### src/rtl/cpu_pkg.sv
// rtl/cpu_pkg.sv - shared CPU constants: arbiter state/owner encodings and bus widths
package cpu_pkg;

  localparam int CPU_AW = 32;
  localparam int CPU_DW = 32;

  typedef enum logic [1:0] {
    ARB_IDLE = 2'b00,
    ARB_ACC  = 2'b01,
    ARB_RESP = 2'b10
  } arb_state_t;

  localparam logic OWN_IF = 1'b0;
  localparam logic OWN_D  = 1'b1;

endpackage

### src/rtl/mem_arb_rr.sv
// rtl/mem_arb_rr.sv - two-input round-robin picker for the memory arbiter
module mem_arb_rr
  import cpu_pkg::*;
(
  input  logic req_if,
  input  logic req_d,
  input  logic last_owner,
  output logic gnt_valid,
  output logic gnt_owner
);

  always_comb begin
    gnt_valid = req_if | req_d;
    // On a tie the port that did not own the previous access wins.
    if (req_if && req_d)
      gnt_owner = ~last_owner;
    else if (req_d)
      gnt_owner = OWN_D;
    else
      gnt_owner = OWN_IF;
  end

endmodule

### src/rtl/mem_arb.sv
// rtl/mem_arb.sv - fetch/data arbiter and fixed-latency sequencer for the unified memory
module mem_arb
  import cpu_pkg::*;
#(
  parameter int AW  = CPU_AW,
  parameter int DW  = CPU_DW,
  parameter int LAT = 2
) (
  input  logic          clk,
  input  logic          Reset,
  input  logic          if_req,
  input  logic [AW-1:0] if_addr,
  output logic [DW-1:0] if_rdata,
  output logic          if_done,
  input  logic          d_req,
  input  logic          d_we,
  input  logic [AW-1:0] d_addr,
  input  logic [DW-1:0] d_wdata,
  output logic [DW-1:0] d_rdata,
  output logic          d_done,
  output logic          mem_en,
  output logic          mem_we,
  output logic [AW-1:0] mem_addr,
  output logic [DW-1:0] mem_wdata,
  input  logic [DW-1:0] mem_rdata,
  output logic          busy
);

  localparam logic [3:0] CNT_LOAD = 4'(LAT - 1);

  arb_state_t state;
  logic [3:0] cnt;
  logic       owner;
  logic       last_owner;
  logic       gnt_valid;
  logic       gnt_owner;

  mem_arb_rr u_rr (
    .req_if     (if_req),
    .req_d      (d_req),
    .last_owner (last_owner),
    .gnt_valid  (gnt_valid),
    .gnt_owner  (gnt_owner)
  );

  always_ff @(posedge clk) begin
    if (!Reset) begin
      state      <= ARB_IDLE;
      cnt        <= 4'd0;
      owner      <= OWN_IF;
      last_owner <= OWN_IF;
      if_rdata   <= '0;
      d_rdata    <= '0;
      if_done    <= 1'b0;
      d_done     <= 1'b0;
      mem_en     <= 1'b0;
      mem_we     <= 1'b0;
      mem_addr   <= '0;
      mem_wdata  <= '0;
      busy       <= 1'b0;
    end else begin
      case (state)
        ARB_IDLE: begin
          if (gnt_valid) begin
            owner     <= gnt_owner;
            mem_en    <= 1'b1;
            mem_we    <= (gnt_owner == OWN_D) && d_we;
            mem_addr  <= (gnt_owner == OWN_D) ? d_addr : if_addr;
            mem_wdata <= (gnt_owner == OWN_D) ? d_wdata : '0;
            cnt       <= CNT_LOAD;
            busy      <= 1'b1;
            state     <= ARB_ACC;
          end
        end
        ARB_ACC: begin
          // mem_we still holds the latched direction of this access.
          if (cnt == 4'd0) begin
            mem_en <= 1'b0;
            mem_we <= 1'b0;
            state  <= ARB_RESP;
            if (owner == OWN_D) begin
              d_done <= 1'b1;
              if (!mem_we)
                d_rdata <= mem_rdata;
            end else begin
              if_done  <= 1'b1;
              if_rdata <= mem_rdata;
            end
          end else begin
            cnt <= cnt - 4'd1;
          end
        end
        ARB_RESP: begin
          if_done    <= 1'b0;
          d_done     <= 1'b0;
          last_owner <= owner;
          busy       <= 1'b0;
          state      <= ARB_IDLE;
        end
        default: begin
          mem_en  <= 1'b0;
          mem_we  <= 1'b0;
          if_done <= 1'b0;
          d_done  <= 1'b0;
          busy    <= 1'b0;
          state   <= ARB_IDLE;
        end
      endcase
    end
  end

endmodule

### config.mk
export PLATFORM = sky130hd
export DESIGN_NAME = mem_arb
export DESIGN_NICKNAME = d
export VERILOG_FILES = /design/src/rtl/cpu_pkg.sv /design/src/rtl/mem_arb_rr.sv /design/src/rtl/mem_arb.sv
export SDC_FILE = /design/constraint.sdc
export NUM_CORES = 1
export LEC_CHECK = 0
export CAP_MARGIN = 20
export CORE_MARGIN = 4
export CORE_UTILIZATION = 40
export CTS_CLUSTER_SIZE = 10
export DETAILED_ROUTE_END_ITERATION = 8
export HOLD_SLACK_MARGIN = 0.1
export PLACE_DENSITY = 0.79
export SLEW_MARGIN = 30
export SYNTH_ARGS = -nofsm -noshare
export SYNTH_HDL_FRONTEND = slang
export SYNTH_SLANG_ARGS = --single-unit
### constraint.sdc
create_clock -name clk -period 5.4 [get_ports clk]
set_input_delay 0.81 -clock clk [delete_from_list [all_inputs] [get_ports clk]]
set_output_delay 0.81 -clock clk [all_outputs]
set_load 0.01 [all_outputs]
==> reports/results.tsv <==
stage	metric	value	unit
logic_synthesis	synth_seq_cells	141	
critical_path	arrival	2.88	ns
drt	post_drt_wl_per_cell	17.8	um
place	gp_congestion	0.837	
final_layout	nets	905	
floorplan	die_x	124	um
global_route	grt.total_usage	0.216	
critical_path	cp_max_fo	34	
clock_tree	post_cts_buffers	0	
place	pre_cts_slack	2.44	ns
global_route	grt_max_degree	83	
place	hpwl	12.3	mm
drt	route.detailed.drc	0	
clock_tree	cts_root_buf	clkbuf_16	
floorplan	rows	42	
critical_path	start_kind	input pin	
logic_synthesis	yosysMostFrequentCell	dfxtp_1	
logic_synthesis	yosys.area.top_type_share	0.521	
global_route	antenna_found_initial	0	
floorplan	die_y	124	um
final_layout	design_area	8720	um2
logic_synthesis	synth_top_area_cell	dfxtp_1	
clock_tree	cts-resized-gates	0	
final_layout	nFillCells	1044	
drt	vias	4931	
clock_tree	path_clk_slew	0.06	ns
final_layout	regArea	2820	um2
logic_synthesis	ys_seq_area_frac	0.521	
sta	max_clock_freq	397	MHz
clock_tree	hold_buffers	0	
logic_synthesis	synth_common_cells	141 x dfxtp_1, 64 x mux2i_1, 64 x nand2_1	
final_layout	layout-drive-gt1-share	0.0613	
logic_synthesis	yosys-top-cells-area	dfxtp_1 52%, mux2i_1 12%, a22o_1 5.2%	
logic_synthesis	syn_area_per_cell	10.2	um2
sta	fin_tns_setup	0	ns
clock_tree	h-tree-depth	4	
power	powerDensity	325	nW/um2
final_layout	multiInputGateArea	2400	um2
clock_tree	cts_tree	done	
global_route	grt_pass1_wl	27.2	mm
logic_synthesis	synth_edf_count	0	
power	power.total	2.83	mW
min_path	worstHoldPathType	reg -> reg	
power	ir_drop	0.000183	V
logic_synthesis	syn_area	5420	um2
logic_synthesis	synth.distinct_cells	36	
global_route	grt_pass1_vias	5056	
logic_synthesis	syn_inst	530	
floorplan	core_area	13200	um2
sta	hold_violations	0	
floorplan	ioPinCount	266	
place	placed_cell_area	8160	um2
global_route	overflow	0	
sta	setup_viol	0	
place	portBuffers	265	
clock_tree	insertion_delay	0.41	ns
sta	rsz0062_at_grt	false	
drt	wirelength	17.1	mm
logic_synthesis	yosys_most_used_dff	dfxtp_1	
power	power_leakage	3.23	nW
clock_tree	clock_sinks	141	
floorplan	dieArea	15500	um2
sta	period_share	0.466	
sta	holdWs	0.460	ns
clock_tree	clockBufferDepth	2	
run_status	status	complete, no violations	
critical_path	required	5.76	ns
sta	period_needed	2.52	ns
final_layout	stdcell_count	959	
sta	tightest_slew	0.801	ns
clock_tree	cts_buffers	17	
critical_path	reg2reg_slack	2.92	ns
logic_synthesis	yosysWarnings	0	
sta	fin_ws	2.88	ns
sta	slew_headroom	0.466	
sta	drv_slew	0	
drt	ant_nets	0	
drt	drtPass1Iterations	4	
place	place_inst	927	
logic_synthesis	synth_nets	665	
critical_path	crit_type	in -> reg	
run	drv_cap	0	
final_layout	final_core_util	0.658	
final_layout	antenna_cells	0	
logic_synthesis	async_reset_ff_frac	0	
floorplan	start_util	0.409	
final_layout	area_growth	60.8	%
sta	skew	0.00529	ns
critical_path	cp-end-kind	register	
drt	drtIter0Drc	303	
drt	via_per_inst	5.14	
## where the power goes
part | switching [mW] | total (mW) | internal, mW
sequential | 0.0505 | 1.17 | 1.12
clock | 0.457 | 1.10 | 0.641
combinational | 0.258 | 0.562 | 0.304
## final cells by class
type / instances / share of cell area
inverters: 4 / 0.00172
clock buffers: 18 / 0.0492
clock inverters: 14 / 0.0152
multi-input cells: 335 / 0.275
well taps: 176 / 0.0253
flip-flops and latches: 141 / 0.324
repair buffers: 271 / 0.310
## state kept, by name, indices dropped and copies added, names as in the netlist, 2 cells and up
name,cells
cnt,4
mem_wdata,32
if_rdata,32
mem_addr,32
state,2
d_rdata,32
## layer usage
metal	wire length (um)	global-route usage	vias up
met5	0	0	-
met4	379	0.0967	0
met3	981	0.0665	27
met2	8620	0.364	159
met1	7110	0.253	2361
li1	-	-	2384
## cells in the final DEF (no fill, tap or decap), types with 3 or more instances in the layout
cell type | synthesis | final
inv_6 | 0 | 6
nand2_1 | 64 | 64
a21boi_0 | 13 | 12
a21boi_1 | 24 | 24
dfxtp_1 | 141 | 141
clkbuf_16 | 0 | 17
a22o_1 | 32 | 32
clkinvlp_4 | 0 | 3
o21ai_0 | 36 | 36
o2bb2ai_1 | 32 | 32
clkdlybuf4s50_1 | 0 | 264
nor2_1 | 4 | 4
inv_1 | 4 | 4
o21a_1 | 4 | 3
nand3_1 | 32 | 32
mux2i_1 | 64 | 64
buf_4 | 0 | 5
nor2b_1 | 4 | 4
## worst paths after layout
path	start	to	depth (start not counted)
max	d_req	mem_wdata[18]$_SDFFE_PN0P_	5
min	if_rdata[1]$_SDFFE_PN0P_	if_rdata[1]$_SDFFE_PN0P_	2
max reg2reg	cnt[0]$_SDFFE_PN0P_	if_rdata[26]$_SDFFE_PN0P_	6
min reg2reg	if_rdata[1]$_SDFFE_PN0P_	if_rdata[1]$_SDFFE_PN0P_	2
## worst max-delay path: stages
cell	delay, ns
clkdlybuf4s50_1	0.50
a21boi_4	0.18
buf_4	0.46
and3_2	0.68
a22o_1	0.23
## cell families after synthesis
| group | synth area share |
|---|---|
| flip-flops | 0.521 |
| AO/OA/AOI/OAI | 0.208 |
| adder cells (fa/ha/maj) | 0.00462 |
| multiplexers | 0.118 |
| AND/OR/NAND/NOR | 0.104 |
| buffers and inverters | 0.0450 |
Power figures use the tool's default switching activity.
